`src/rtl/cpu_pkg.sv`:
```
// Shared CPU constants: PC width and return-stack overflow policies,
// plus the encoding of the per-cycle stack operation.
package cpu_pkg;

  localparam int PC_WIDTH     = 12;
  localparam int OVF_SATURATE = 0;
  localparam int OVF_WRAP     = 1;

  typedef enum logic [1:0] {
    OP_IDLE    = 2'b00,
    OP_POP     = 2'b01,
    OP_PUSH    = 2'b10,
    OP_REPLACE = 2'b11
  } stack_op_e;

  function automatic stack_op_e decodeOp(input logic push, input logic pop);
    return stack_op_e'({push, pop});
  endfunction

endpackage

```
`src/rtl/call_stack.sv`:
```
// Return-address stack with combinational top-of-stack read, status outputs,
// selectable full-stack push policy and sticky overflow/underflow flags.
module call_stack
  import cpu_pkg::*;
#(
  parameter int WIDTH    = PC_WIDTH,
  parameter int DEPTH    = 8,
  parameter int OVF_MODE = OVF_SATURATE
) (
  input  logic                       clk_i,
  input  logic                       rst_ni,
  input  logic                       push_i,
  input  logic                       pop_i,
  input  logic                       flush_i,
  input  logic                       clrErr_i,
  input  logic [WIDTH-1:0]           writeData_i,
  output logic [WIDTH-1:0]           readData_o,
  output logic [$clog2(DEPTH+1)-1:0] count_o,
  output logic                       full_o,
  output logic                       empty_o,
  output logic                       overflow_o,
  output logic                       underflow_o
);

  localparam int PW = $clog2(DEPTH);
  localparam int CW = $clog2(DEPTH+1);

  logic [WIDTH-1:0] mem_q [DEPTH];
  logic [WIDTH-1:0] mem_d [DEPTH];
  logic [PW-1:0]    ptr_q, ptr_d;
  logic [CW-1:0]    count_q, count_d;
  logic             ovf_q, ovf_d;
  logic             unf_q, unf_d;
  logic [PW-1:0]    topIdx;
  logic             isFull, isEmpty;
  stack_op_e        op;

  // Pointer wraps naturally because DEPTH is a power of two.
  assign topIdx  = ptr_q - PW'(1);
  assign isFull  = (count_q == CW'(DEPTH));
  assign isEmpty = (count_q == '0);
  assign op      = decodeOp(push_i, pop_i);

  assign readData_o  = isEmpty ? '0 : mem_q[topIdx];
  assign count_o     = count_q;
  assign full_o      = isFull;
  assign empty_o     = isEmpty;
  assign overflow_o  = ovf_q;
  assign underflow_o = unf_q;

  always_comb begin
    mem_d   = mem_q;
    ptr_d   = ptr_q;
    count_d = count_q;
    ovf_d   = ovf_q & ~clrErr_i;
    unf_d   = unf_q & ~clrErr_i;
    if (flush_i) begin
      ptr_d   = '0;
      count_d = '0;
    end else begin
      case (op)
        OP_PUSH: begin
          if (!isFull) begin
            mem_d[ptr_q] = writeData_i;
            ptr_d        = ptr_q + PW'(1);
            count_d      = count_q + CW'(1);
          end else begin
            ovf_d = 1'b1;
            if (OVF_MODE == OVF_WRAP) begin
              mem_d[ptr_q] = writeData_i;
              ptr_d        = ptr_q + PW'(1);
            end
          end
        end
        OP_POP: begin
          if (!isEmpty) begin
            ptr_d   = topIdx;
            count_d = count_q - CW'(1);
          end else begin
            unf_d = 1'b1;
          end
        end
        // Push+pop on an empty stack degrades to a plain push but still traps.
        OP_REPLACE: begin
          if (!isEmpty) begin
            mem_d[topIdx] = writeData_i;
          end else begin
            mem_d[ptr_q] = writeData_i;
            ptr_d        = ptr_q + PW'(1);
            count_d      = CW'(1);
            unf_d        = 1'b1;
          end
        end
        default: ;
      endcase
    end
  end

  always_ff @(posedge clk_i or negedge rst_ni) begin
    if (!rst_ni) begin
      for (int i = 0; i < DEPTH; i++) mem_q[i] <= '0;
      ptr_q   <= '0;
      count_q <= '0;
      ovf_q   <= 1'b0;
      unf_q   <= 1'b0;
    end else begin
      mem_q   <= mem_d;
      ptr_q   <= ptr_d;
      count_q <= count_d;
      ovf_q   <= ovf_d;
      unf_q   <= unf_d;
    end
  end

endmodule

```
`config.mk`:
```
export PLATFORM = sky130hd
export DESIGN_NAME = call_stack
export DESIGN_NICKNAME = d
export VERILOG_FILES = /design/src/rtl/cpu_pkg.sv /design/src/rtl/call_stack.sv
export SDC_FILE = /design/constraint.sdc
export NUM_CORES = 1
export LEC_CHECK = 0
export CAP_MARGIN = 25
export CORE_ASPECT_RATIO = 1.2
export CORE_MARGIN = 1.5
export CORE_UTILIZATION = 50
export CTS_CLUSTER_SIZE = 12
export DETAILED_ROUTE_END_ITERATION = 10
export PLACE_DENSITY = 0.72
export SETUP_SLACK_MARGIN = 0.4
export SLEW_MARGIN = 20
export SYNTH_ARGS = -nofsm -noshare
export SYNTH_HDL_FRONTEND = slang
export SYNTH_SLANG_ARGS = --single-unit
```
`constraint.sdc`:
```
create_clock -name clk_i -period 3.3 [get_ports clk_i]
set_input_delay 0.33 -clock clk_i [delete_from_list [all_inputs] [get_ports clk_i]]
set_output_delay 0.33 -clock clk_i [all_outputs]
set_load 0.005 [all_outputs]
```
* Yosys cells after proc, flatten, opt, wreduce, memory -nomap -nowiden
Index checks and enable logic that the tools add are counted.
W data, S select, Z words.
** Cells by class
- Shifts and indexed selects :: 0
- Order comparisons :: 4
- Reduce and logical (&&, ||, !) cells :: 8
- Mux-type cells :: 29
- Multiply operators :: 0
- Div/mod/pow operators :: 0
- Add/sub/neg operators :: 4
- Equality and inequality tests :: 8
- Bitwise logic cells :: 6
** Operators with widths (number)
- $bwmux W96 :: 2
- $mux W96 :: 2
- $pmux W96 S2 :: 1
- $demux W12 S3 :: 2
- $mux W12 :: 5
- $bmux W12 S3 :: 1
- $mux W4 :: 4
- $mux W3 :: 4
- $pmux W4 S3 :: 1
- $ne A3 B3 Y1 const B :: 3
- $pmux W3 S3 :: 1
- $ge A4 B4 Y1 const B :: 2
- $lt A4 B1 Y1 const B :: 2
- $not A3 Y4 :: 2
- $mux W1 :: 6
- $add A4 B1 Y4 const B :: 1
- $eq A2 B2 Y1 const B :: 2
- $eq A4 B4 Y1 const B :: 1
- $logic_not A4 Y1 :: 1
- $reduce_and A4 Y1 :: 1
- $reduce_bool A4 Y1 :: 1
- $sub A4 B1 Y4 const B :: 1
- $add A3 B1 Y3 const B :: 1
- $reduce_and A3 Y1 :: 1
- 8 further kinds :: 11
** Word-level totals
- Bits in registers :: 105
- Memory bits (writable) :: 0
- Bits in read-only memories :: 0
- Memories kept :: 0
- Word-level logic and storage cells :: 71
- Latch bits :: 0

* Longest topological paths before layout
Gate-level depths: netlist of the first run.
- Depth in word-level cells :: 9
- Mapped depth :: 9
- Mapped depth without buffers :: 8

* Worst setup path before layout of the first run
OpenSTA, ideal clock, no wires.
- Path type :: register to register
- Start point :: register ptr_q[1]
- End point :: register mem_q[61] in the netlist's numbering
- Required time :: 3.175 ns
- Path slack :: 0.897 ns
- Data arrival time :: 2.278 ns
- Stages on the path, launching flop included :: 9
- Path buffers :: 2
- Cell sequence :: dfrtp_1 inv_1 ha_1 buf_2 nand2b_1 or3_2 a21boi_4 buf_8 mux2_4
** Between the ends
- Word-level cells in the longest chain between the ends :: 9
- Elaborated cells on any way between the ends :: 18
- Classes of those cells :: 1 x add/sub; 4 x order compare; 9 x mux; 2 x bitwise; 2 x reduce/logical
** RTL lines
- start, declared :: RTL line call_stack.sv:30 : logic [PW-1:0] ptr_q, ptr_d;
- start signal, assigned :: RTL line call_stack.sv:108 : ptr_q <= ptr_d;
- $sub A3 B1 Y3 :: RTL line call_stack.sv:39 : assign topIdx = ptr_q - PW'(1);
- $not A3 Y4 (implied by the code) :: RTL line call_stack.sv:86 : mem_d[topIdx] = writeData_i;
- $ge A4 B4 Y1 (implied by the code) or $lt A4 B1 Y1 (tied branches) :: RTL line call_stack.sv:86
- $logic_and A1 B1 Y1 (implied by the code) :: RTL line call_stack.sv:86
- $mux W12 (implied by the code) :: RTL line call_stack.sv:86
- $demux W12 S3 :: RTL line call_stack.sv:86
- $bwmux W96 :: RTL line call_stack.sv:86
- $mux W96 :: RTL line call_stack.sv:85 : if (!isEmpty) begin
- $pmux W96 S2 (*) :: RTL line call_stack.sv:61 : case (op)
- end signal, assigned :: RTL line call_stack.sv:107 : mem_q <= mem_d;
- end, declared :: RTL line call_stack.sv:28 : logic [WIDTH-1:0] mem_q [DEPTH];
Mark *: on every way between the ends. The rest lies on a longest branch, timed or not. The select of a mux whose other input is x is not followed.
A chain may end at the register's enable or synchronous reset.

* Worst setup path in the final report of the first run
- Start point :: register ptr_q[0]
- End point :: output port readData_o[1]
** Between the ends
- Word-level cells in the longest chain between the ends :: 6
** RTL lines
- $sub A3 B1 Y3 :: RTL line call_stack.sv:39
- $not A3 Y4 (implied by the code) :: RTL line call_stack.sv:44 : assign readData_o = isEmpty ? '0 : mem_q[topIdx];
- $bmux W12 S3 :: RTL line call_stack.sv:44
- $mux W12 (implied by the code) (2 in a row) :: RTL line call_stack.sv:44
- $mux W12 :: RTL line call_stack.sv:44
- end, declared :: RTL line call_stack.sv:17 : output logic [WIDTH-1:0] readData_o,
No other way between the ends. The select of a mux whose other input is x is not followed.

==> flow_metrics.py, run 1 <==
metrics = {
    "global_routing": {
        "groute.usage.overall": 0.230,
        "antenna_found_initial": 0,
        "vias_in_the_first_global_route": 3719,
        "gr-total-overflow": 0,
        "grt_max_degree": 60,
        "grt_first_pass_wirelength_mm": 20.5,
    },
    "timing": {
        "hold_violations": 0,
        "finalSetupTns_ps": 0,
        "post-route-period-util": 0.860,
        "setup_repair_after_global_routing_missed_its_margin": "true",
        "max_slew.worst_pin.slew_ps": 765,
        "clock_skew_ps": 7.62,
        "max_freq_ghz": 0.352,
        "timing.final.crit_period_ps": 2840,
        "timing.final.max_slew_violations": 0,
        "slew-limit-headroom": 0.490,
        "finalSetupViolations": 0,
    },
    "critical_path": {
        "reg2regPathDepth": 4,
        "critical_path_cell_count": 9,
        "worst_setup_path_start_kind": "register",
        "critical_path.endpoint_type": "primary output",
        "required_ps": 2970,
        "timing.critical_path.buf_inv": 5,
        "chain_of_cells_forming_the_critical_path": "inv_2, ha_4, buf_4, nor3_4, buf_4, buf_4, a22oi_1, a31oi_1, clkdlybuf4s50_1",
        "critical-path-slowest-cell": "sky130_fd_sc_hd__clkdlybuf4s50_1",
        "cpLargestDelayFamily": "buffers and inverters",
        "crit_arrival_ps": 2510,
        "crit_fanout": 7,
        "max_stage_delay_ps": 530,
        "path_class": "register to primary output",
        "cell_seen_most_often_among_critical_path_stages": "sky130_fd_sc_hd__buf_4",
    },
    "clocking": {
        "cts_max_path_buffers": 2,
        "cts.sink_count": 105,
        "clk_transition_reported_paths_ps": 70,
        "insertion_delay_ps": 350,
        "htreeDepth": 3,
        "tritoncts.num_buffers": 9,
        "cts_tree": "built",
        "cts_root_buf": "sky130_fd_sc_hd__clkbuf_16",
    },
    "pwr": {
        "clkPwrFrac": 0.209,
        "power_density_mw_per_mm2": 806,
        "switching_share": 0.296,
        "ir_worst_vdd_mv": 0.418,
        "comb_power_frac": 0.374,
        "internal_power_mw": 3.71,
        "design_power_total_mw": 5.27,
        "cellLeakagePower_nw": 3.10,
        "power.net_switching_mw": 1.56,
        "share_seq_of_total_power": 0.417,
    },
    "cells_and_area": {
        "post_route_cells_drive_above_1_share": 0.404,
        "final.fill_count": 771,
        "num_antenna_cells": 0,
        "layout.cells.most_common": "sky130_fd_sc_hd__dfrtp_1",
        "area_growth_syn_to_layout_pct": 18.5,
        "final_standard_cell_area_without_fillers_mm2": 0.00654,
        "final_cell_mix": "sky130_fd_sc_hd__dfrtp_1 (104), sky130_fd_sc_hd__mux2_4 (70), sky130_fd_sc_hd__buf_4 (29), sky130_fd_sc_hd__clkdlybuf4s50_1 (26), sky130_fd_sc_hd__a22oi_1 (25)",
        "postLayoutCoreUtil": 0.616,
        "final_nets": 466,
    },
    "synth": {
        "synthesis.yosys.warnings": 0,
        "synthDistinctLibCells": 51,
        "synth_mux_area_frac": 0.294,
        "syn-num-nets": 410,
        "yosys.area_share.simple": 0.0639,
        "synth_top_family_by_area": "multiplexers",
        "synth_xor_xnor_area_share": 0.00794,
        "sequential_fraction_of_the_synthesis_area": 0.476,
        "syn_area_per_cell_um2": 14.4,
        "synth-adder-area-share": 0.0181,
        "ys_seq_elements": 105,
        "asyncSetResetFlopFracSynth": 1.00,
        "ys_dominant_reg_cell": "sky130_fd_sc_hd__dfrtp_1",
        "synthesis.area_mm2": 0.00552,
        "synth-edff-count": 0,
        "area_fraction_in_compound_gates_after_synthesis": 0.0993,
        "synthesis.instances": 384,
    },
    "route": {
        "post_drt_via_cell_ratio": 6.07,
        "route.vias.total": 3485,
        "first_iter_violations": 247,
        "route.antenna.remaining_nets": 0,
        "drt-pass1-iter-count": 7,
        "number_of_design_rule_violations_left_after_detail_routing": 4,
        "wirelength_mm": 12.5,
        "routedWlPerCell_um": 21.8,
    },
    "floorplan": {
        "floorplan.initialDensity": 0.520,
        "die_h_um": 118,
        "die-width_um": 98.9,
        "die_area_mm2": 0.0117,
        "row_count": 41,
        "core-area_mm2": 0.0106,
        "floorplan.io_pins": 38,
    },
    "place": {
        "hpwlAfterDp_mm": 7.98,
        "gp_congestion": 0.816,
        "placedInstanceArea_mm2": 0.00602,
        "buffers_added_on_ports": 37,
    },
    "flow_run": {
        "maxCapViolations": 0,
    },
    "outcome": {
        "status": "finished, violations left",
        "violated_checks": "design-rule violations",
    },
    "min_path": {
        "timing.hold.worst.class": "input pin to async pin",
    },
}
## power groups by stage
| stage | clock network [mW] | registers [mW] | logic, mW |
|---|---|---|---|
| 3_3_place_gp | 0 | 2.16 | 1.80 |
| 2_1_floorplan | 0 | 2.07 | 1.36 |
| 4_1_cts | 1.12 | 2.19 | 1.94 |
| 3_5_place_dp | 0 | 2.19 | 1.85 |
| 6_report | 1.10 | 2.20 | 1.97 |
| 5_1_grt | 1.16 | 2.25 | 2.12 |
## worst paths after layout
kind / startpoint / endpoint / slack [ps]
setup / recovery: ptr_q[0]$_DFFE_PN0P_ / readData_o[1] / 460
hold / removal: rst_ni / mem_q[17]$_DFFE_PN0P_ / 50
setup reg to reg: count_o[0]$_DFFE_PN0P_ / mem_q[37]$_DFFE_PN0P_ / 640
hold reg to reg: mem_q[21]$_DFFE_PN0P_ / mem_q[21]$_DFFE_PN0P_ / 490
max in group asynchronous: rst_ni / ptr_q[2]$_DFFE_PN0P_ / 2400
min in group clk_i: mem_q[21]$_DFFE_PN0P_ / mem_q[21]$_DFFE_PN0P_ / 490
## flip-flops by register name, summed over array words and instances (netlist names)
register	cells
mem_q	96
count_o	4
ptr_q	3
overflow_o	1
underflow_o	1
## Yosys cell counts, drive strengths merged (2+ instances only)
cell      n  area share
a21oi     5      0.0045
buf      17       0.030
mux2     96        0.24
a31oi    15       0.017
a21boi    2      0.0068
clkbuf    8      0.0054
mux4     12       0.049
a22oi    25       0.034
nand4     2      0.0023
a211oi    2      0.0050
nor2     11      0.0075
nor3      8      0.0073
dfrtp   105        0.48
inv       7      0.0048
xnor2     2      0.0032
nand2b    2      0.0023
ha        8       0.018
nand3     2      0.0050
nor4b     2      0.0070
o21ai    12       0.015
nor4      3      0.0061
and4      4      0.0066
xor2      3      0.0048
or3       3      0.0039
nand2    15       0.010
## kinds of logic after synthesis
| kind of cell | count (synthesis) |
|---|---|
| mux | 109 |
| fa+ha+maj | 8 |
| compound gates | 69 |
| flops | 105 |
| xor+xnor | 5 |
| simple gates | 56 |
| buf+inv | 32 |
## through the flow
stage	cells	hold WS (ps)	setup WS [ps]
after floorplan	384	34.4	897
after global placement	548	449	290
after detailed placement	548	452	212
after CTS	567	76.1	403
after global routing	574	136	346
final	574	51.5	461
## per-layer routing
metal	vias to the layer above	GRT usage	share of wire
met2	83	0.364	0.50
met5	-	0	0
met4	0	0.107	0.031
met3	30	0.0368	0.036
li1	1552	-	-
met1	1820	0.310	0.44
## layout make-up
cell class / count / area (um^2) / share of cell area
Clock buffer: 12 / 256 / 0.0392
Inverter: 7 / 26.3 / 0.00402
Tap cell: 129 / 161 / 0.0247
Clock inverter: 4 / 48.8 / 0.00747
Sequential cell: 105 / 2630 / 0.402
Multi-Input combinational cell: 247 / 2760 / 0.422
Timing Repair Buffer: 70 / 656 / 0.100
## what timing repair did
| action | 4_1_cts | 5_1_grt |
|---|---|---|
| resized for setup | 21 | 13 |
| hold buffers | 0 | 0 |
| setup buffers | 3 | 7 |
| pin swaps | 2 | 5 |
| endpoints found under the setup margin | 29 | 14 |
(Power assumes the default switching activity.)
==> inputs of run 2 (changes only) <==
==> constraint.sdc (replaced) <==
create_clock -name clk_i -period 3.3 [get_ports clk_i]
set_input_delay 0.66 -clock clk_i [delete_from_list [all_inputs] [get_ports clk_i]]
set_output_delay 0.66 -clock clk_i [all_outputs]
set_load 0.005 [all_outputs]
==> run 2 against run 1 <==
The run still ends with design-rule violations left. Core utilization rose by 1.6 points. Sequential share of layout area fell by 1.0 points. Cell count rose by 4.0%. Critical path type unchanged. Largest cell class unchanged.
==> flow_metrics.py, run 2 (synthesized netlist as in run 1, its figures left out) <==
metrics = {
    "global_routing": {
        "antenna_found_initial": 0,
        "grt_max_degree": 63,
        "grt_first_pass_wirelength_mm": 21.9,
        "gr-total-overflow": 0,
        "vias_in_the_first_global_route": 3933,
        "groute.usage.overall": 0.249,
    },
    "route": {
        "first_iter_violations": 249,
        "route.vias.total": 3621,
        "wirelength_mm": 13.5,
        "drt-pass1-iter-count": 8,
        "post_drt_via_cell_ratio": 6.07,
        "routedWlPerCell_um": 22.6,
        "number_of_design_rule_violations_left_after_detail_routing": 4,
        "route.antenna.remaining_nets": 0,
    },
    "pwr": {
        "switching_share": 0.305,
        "comb_power_frac": 0.395,
        "power.net_switching_mw": 1.65,
        "cellLeakagePower_nw": 3.10,
        "ir_worst_vdd_mv": 0.445,
        "share_seq_of_total_power": 0.410,
        "power_density_mw_per_mm2": 808,
        "clkPwrFrac": 0.195,
        "internal_power_mw": 3.77,
    },
    "timing": {
        "setup_repair_after_global_routing_missed_its_margin": "true",
        "finalSetupTns_ps": 0,
        "clock_skew_ps": 6.84,
        "timing.final.max_slew_violations": 0,
        "timing.final.crit_period_ps": 2910,
        "finalSetupViolations": 0,
        "max_slew.worst_pin.slew_ps": 925,
        "slew-limit-headroom": 0.383,
        "max_freq_ghz": 0.343,
        "hold_violations": 0,
        "post-route-period-util": 0.883,
    },
    "min_path": {
        "timing.hold.worst.class": "input pin to async pin",
    },
    "floorplan": {
        "die_area_mm2": 0.0117,
        "floorplan.initialDensity": 0.520,
        "row_count": 41,
        "die_h_um": 118,
        "floorplan.io_pins": 38,
        "die-width_um": 98.9,
        "core-area_mm2": 0.0106,
    },
    "place": {
        "buffers_added_on_ports": 37,
        "placedInstanceArea_mm2": 0.00616,
        "hpwlAfterDp_mm": 8.28,
        "placed_cells": 560,
        "gp_congestion": 0.845,
    },
    "critical_path": {
        "critical-path-slowest-cell": "sky130_fd_sc_hd__dfrtp_1",
        "crit_arrival_ps": 2250,
        "path_class": "register to primary output",
        "critical_path.endpoint_type": "primary output",
        "crit_fanout": 4,
        "chain_of_cells_forming_the_critical_path": "inv_2, ha_4, xnor2_4, clkbuf_16, nor3_4, buf_6, buf_6, buf_6, a22oi_2, a31oi_1, buf_2",
        "worst_setup_path_start_kind": "register",
        "max_stage_delay_ps": 370,
        "cell_seen_most_often_among_critical_path_stages": "sky130_fd_sc_hd__buf_6",
        "required_ps": 2640,
    },
    "cells_and_area": {
        "final_standard_cell_area_without_fillers_mm2": 0.00670,
        "layout.cells.most_common": "sky130_fd_sc_hd__dfrtp_1",
        "largest_reg_flops": 96,
        "final_cells": 597,
        "post_route_cells_drive_above_1_share": 0.470,
        "regMostFlops": "mem_q",
        "num_antenna_cells": 0,
        "area_growth_syn_to_layout_pct": 21.5,
        "final_nets": 489,
        "final_cell_mix": "sky130_fd_sc_hd__dfrtp_1 (104), sky130_fd_sc_hd__mux2_4 (70), sky130_fd_sc_hd__buf_4 (41), sky130_fd_sc_hd__clkdlybuf4s50_1 (24), sky130_fd_sc_hd__a22oi_1 (19)",
    },
    "clocking": {
        "cts.sink_count": 105,
        "insertion_delay_ps": 350,
        "cts_max_path_buffers": 2,
        "post_cts_hold_buffer_count": 0,
        "cts_tree": "built",
        "cts_root_buf": "sky130_fd_sc_hd__clkbuf_16",
        "htreeDepth": 3,
        "clk_transition_reported_paths_ps": 70,
        "tritoncts.num_buffers": 9,
    },
    "outcome": {
        "status": "finished, violations left",
        "violated_checks": "design-rule violations",
    },
    "flow_run": {
        "maxCapViolations": 0,
    },
}
## run 2: repair_timing
action                                  4_1_cts  5_1_grt
gates cloned                                  4        0
gates resized for setup                      83        7
pin swaps                                    20        7
buffers inserted                             17        0
endpoints found under the setup margin       12       12
## run 2: power groups by stage
stage / Combinational [mW] / Clock [mW] / Sequential (mW)
floorplan: 1.36 / 0 / 2.07
global placement: 1.83 / 0 / 2.17
detailed placement: 1.89 / 0 / 2.20
CTS: 2.13 / 1.08 / 2.21
global route: 2.27 / 1.13 / 2.28
finish: 2.14 / 1.05 / 2.22
## run 2: per-stage QoR
| stage | worst slack [ps] | power (mW) | utilization | hold WS, ps |
|---|---|---|---|---|
| after detailed placement | 178 | 4.09 | 0.581 | 483 |
| after CTS | 269 | 5.41 | 0.629 | 323 |
| after global placement | 237 | 4.01 | 0.581 | 475 |
| after global routing | 307 | 5.68 | 0.631 | 359 |
| final | 387 | 5.42 | 0.631 | 309 |
| after floorplan | 655 | 3.44 | - | 364 |
## run 2: critical path, delay by kind of cell (launching register included)
kind / cells / cell delay, ps
compound gates: 2 / 270
xor+xnor: 1 / 130
fa+ha+maj: 1 / 180
buf+inv: 6 / 720
flops: 1 / 370
simple gates: 1 / 210
## run 2: metal layers
layer | vias to the layer above | global-route usage | routed length [um]
met5 | - | 0 | 0
met4 | 0 | 0.110 | 453
met3 | 33 | 0.0457 | 713
met2 | 119 | 0.397 | 6620
met1 | 1869 | 0.331 | 5720
li1 | 1600 | - | -
## run 2: path summary, 6_finish.rpt
check / startpoint / to / slack [ps] / depth (start not counted)
max in group asynchronous: rst_ni / mem_q[25]$_DFFE_PN0P_ / 2240 / 2
min in group clk_i: mem_q[15]$_DFFE_PN0P_ / mem_q[15]$_DFFE_PN0P_ / 490 / 1
hold / removal: rst_ni / mem_q[5]$_DFFE_PN0P_ / 310 / 1
hold reg to reg: mem_q[15]$_DFFE_PN0P_ / mem_q[15]$_DFFE_PN0P_ / 490 / 1
setup / recovery: ptr_q[1]$_DFFE_PN0P_ / readData_o[2] / 390 / 11
setup reg to reg: count_o[1]$_DFFE_PN0P_ / mem_q[94]$_DFFE_PN0P_ / 610 / 5
## run 2: layout make-up
cell class              instances  area [um^2]
fillers                       767         3920
repair buffers                 93          828
multi-input cells             247         2770
inverters                       7         26.3
well taps                     129          161
flip-flops and latches        105         2630
clock buffers                  11          233
clock inverters                 5         56.3
==> inputs of run 3 (changes only) <==
Settings changed: CORE_ASPECT_RATIO 1.2 to unset, SKIP_CTS_REPAIR_TIMING set to 1.
==> run 3 against run 2 <==
The flow now finishes without violations. Highest routed layer unchanged. Sequential cell count unchanged. Largest power group unchanged. Count of clock-buffer cells in the layout decreased by 1. Register-to-register slack gained 130 ps. Cell count fell by 0.17%.
==> flow_metrics.py, run 3 (synthesized netlist as in run 1, its figures left out) <==
metrics = {
    "place": {
        "hpwlAfterDp_mm": 8.14,
        "gp_congestion": 0.865,
        "buffers_added_on_ports": 37,
        "placed_cells": 569,
    },
    "route": {
        "post_drt_via_cell_ratio": 5.99,
        "route.vias.total": 3573,
        "route.antenna.remaining_nets": 0,
        "routedWlPerCell_um": 21.5,
        "number_of_design_rule_violations_left_after_detail_routing": 0,
        "wirelength_mm": 12.8,
        "first_iter_violations": 229,
        "drt-pass1-iter-count": 4,
    },
    "floorplan": {
        "core-area_mm2": 0.0108,
        "floorplan.initialDensity": 0.511,
        "die_area_mm2": 0.0117,
        "die-width_um": 108,
        "row_count": 38,
        "floorplan.io_pins": 38,
        "die_h_um": 108,
    },
    "pwr": {
        "power_density_mw_per_mm2": 775,
        "comb_power_frac": 0.401,
        "switching_share": 0.312,
        "share_seq_of_total_power": 0.430,
        "power.net_switching_mw": 1.59,
        "internal_power_mw": 3.50,
        "design_power_total_mw": 5.09,
        "ir_worst_vdd_mv": 0.459,
        "clkPwrFrac": 0.169,
        "cellLeakagePower_nw": 3.14,
    },
    "global_routing": {
        "grt_first_pass_wirelength_mm": 19.8,
        "grt_max_degree": 71,
        "antenna_found_initial": 0,
        "vias_in_the_first_global_route": 3562,
        "groute.usage.overall": 0.224,
        "gr-total-overflow": 0,
    },
    "cells_and_area": {
        "area_growth_syn_to_layout_pct": 18.9,
        "num_antenna_cells": 0,
        "final_cells": 596,
        "regMostFlops": "mem_q",
        "largest_reg_flops": 96,
        "postLayoutCoreUtil": 0.608,
        "multi_input_comb_area_mm2": 0.00275,
        "layout.cells.most_common": "sky130_fd_sc_hd__dfrtp_1",
        "post_route_cells_drive_above_1_share": 0.434,
        "final_cell_mix": "sky130_fd_sc_hd__dfrtp_1 (104), sky130_fd_sc_hd__mux2_4 (70), sky130_fd_sc_hd__buf_4 (37), sky130_fd_sc_hd__a22oi_1 (25), sky130_fd_sc_hd__clkdlybuf4s50_1 (24)",
        "final_nets": 477,
        "final.fill_count": 812,
        "sequential_cell_area_mm2": 0.00263,
    },
    "critical_path": {
        "max_stage_delay_ps": 510,
        "critical-path-slowest-cell": "sky130_fd_sc_hd__mux4_2",
        "cell_seen_most_often_among_critical_path_stages": "sky130_fd_sc_hd__buf_4",
        "chain_of_cells_forming_the_critical_path": "inv_2, ha_4, buf_4, buf_8, buf_4, mux4_2, nand2_2, a31oi_1, dlymetal6s2s_1",
        "worst_setup_path_start_kind": "register",
        "crit_fanout": 8,
        "crit_arrival_ps": 2450,
        "critical_path.endpoint_type": "primary output",
        "setup.reg_to_reg.worst_slack_ps": 740,
        "path_class": "register to primary output",
        "required_ps": 2640,
    },
    "clocking": {
        "htreeDepth": 3,
        "cts.sink_count": 105,
        "tritoncts.num_buffers": 9,
        "cts_tree": "built",
        "cts_max_path_buffers": 2,
        "insertion_delay_ps": 380,
        "cts_root_buf": "sky130_fd_sc_hd__clkbuf_8",
        "clk_transition_reported_paths_ps": 110,
    },
    "timing": {
        "whs_ps": 221,
        "post-route-period-util": 0.942,
        "clock_skew_ps": 8.44,
        "setup_repair_after_global_routing_missed_its_margin": "true",
        "max_freq_ghz": 0.322,
        "max_slew.worst_pin.slew_ps": 944,
        "finalSetupViolations": 0,
        "hold_violations": 0,
        "timing.final.max_slew_violations": 0,
        "slew-limit-headroom": 0.370,
        "finalSetupTns_ps": 0,
        "timing.final.crit_period_ps": 3110,
    },
    "min_path": {
        "timing.hold.worst.class": "input pin to async pin",
    },
    "flow_run": {
        "maxCapViolations": 0,
    },
    "outcome": {
        "status": "finished clean",
    },
}
[run 3: cell types whose count changed in the layout (fill, tap and decap cells not counted), sizes merged]
cell and change:
dlymetal6s2s +10, inv +2, clkinv -1, buf -22
clkbuf -1
[run 3: layout make-up]
class,count,share of cell area
multi-input combinational,247,0.419
sequential,105,0.401
timing repair buffer,81,0.117
tap,140,0.0267
clock buffer,10,0.0210
clock inverter,6,0.0114
inverter,7,0.00400
[run 3: path summary, 6_finish.rpt]
path,startpoint,endpoint,cells past startpoint
max in group asynchronous,rst_ni,mem_q[85]$_DFFE_PN0P_,2
worst min register to register,mem_q[19]$_DFFE_PN0P_,mem_q[19]$_DFFE_PN0P_,1
worst min-delay path,rst_ni,mem_q[29]$_DFFE_PN0P_,1
min in group clk_i,mem_q[19]$_DFFE_PN0P_,mem_q[19]$_DFFE_PN0P_,1
worst max-delay path,ptr_q[0]$_DFFE_PN0P_,readData_o[7],9
worst max register to register,count_o[1]$_DFFE_PN0P_,mem_q[95]$_DFFE_PN0P_,4
[run 3: worst max-delay path: cells and delay by family (launching register included)]
family / cells / cell delay, ps
AOI/OAI and AO/OA: 1 / 80
adders and majority gates: 1 / 370
buffers and inverters: 5 / 600
DFF: 1 / 420
muxes: 1 / 510
and+or+nand+nor: 1 / 90
[run 3: through the flow]
stage | instance area [um^2] | worst slack [ps]
after global routing | 6560 | 111
after global placement | 6130 | 187
after CTS | 6350 | -284
after floorplan | 5520 | 655
after detailed placement | 6130 | 159
final | 6560 | 192
[run 3: power by group through the flow]
stage / clock (mW) / sequential (mW) / combinational [mW]
floorplan: 0 / 2.07 / 1.36
global placement: 0 / 2.16 / 1.81
detailed placement: 0 / 2.18 / 1.86
CTS: 0.870 / 2.17 / 1.87
global route: 0.920 / 2.25 / 2.17
finish: 0.859 / 2.19 / 2.04
[run 3: routing by layer]
| layer | global-route usage | share of wire |
|---|---|---|
| met5 | 0 | 0 |
| met3 | 0.0470 | 0.050 |
| met4 | 0.0498 | 0.012 |
| met1 | 0.318 | 0.44 |
| met2 | 0.354 | 0.49 |
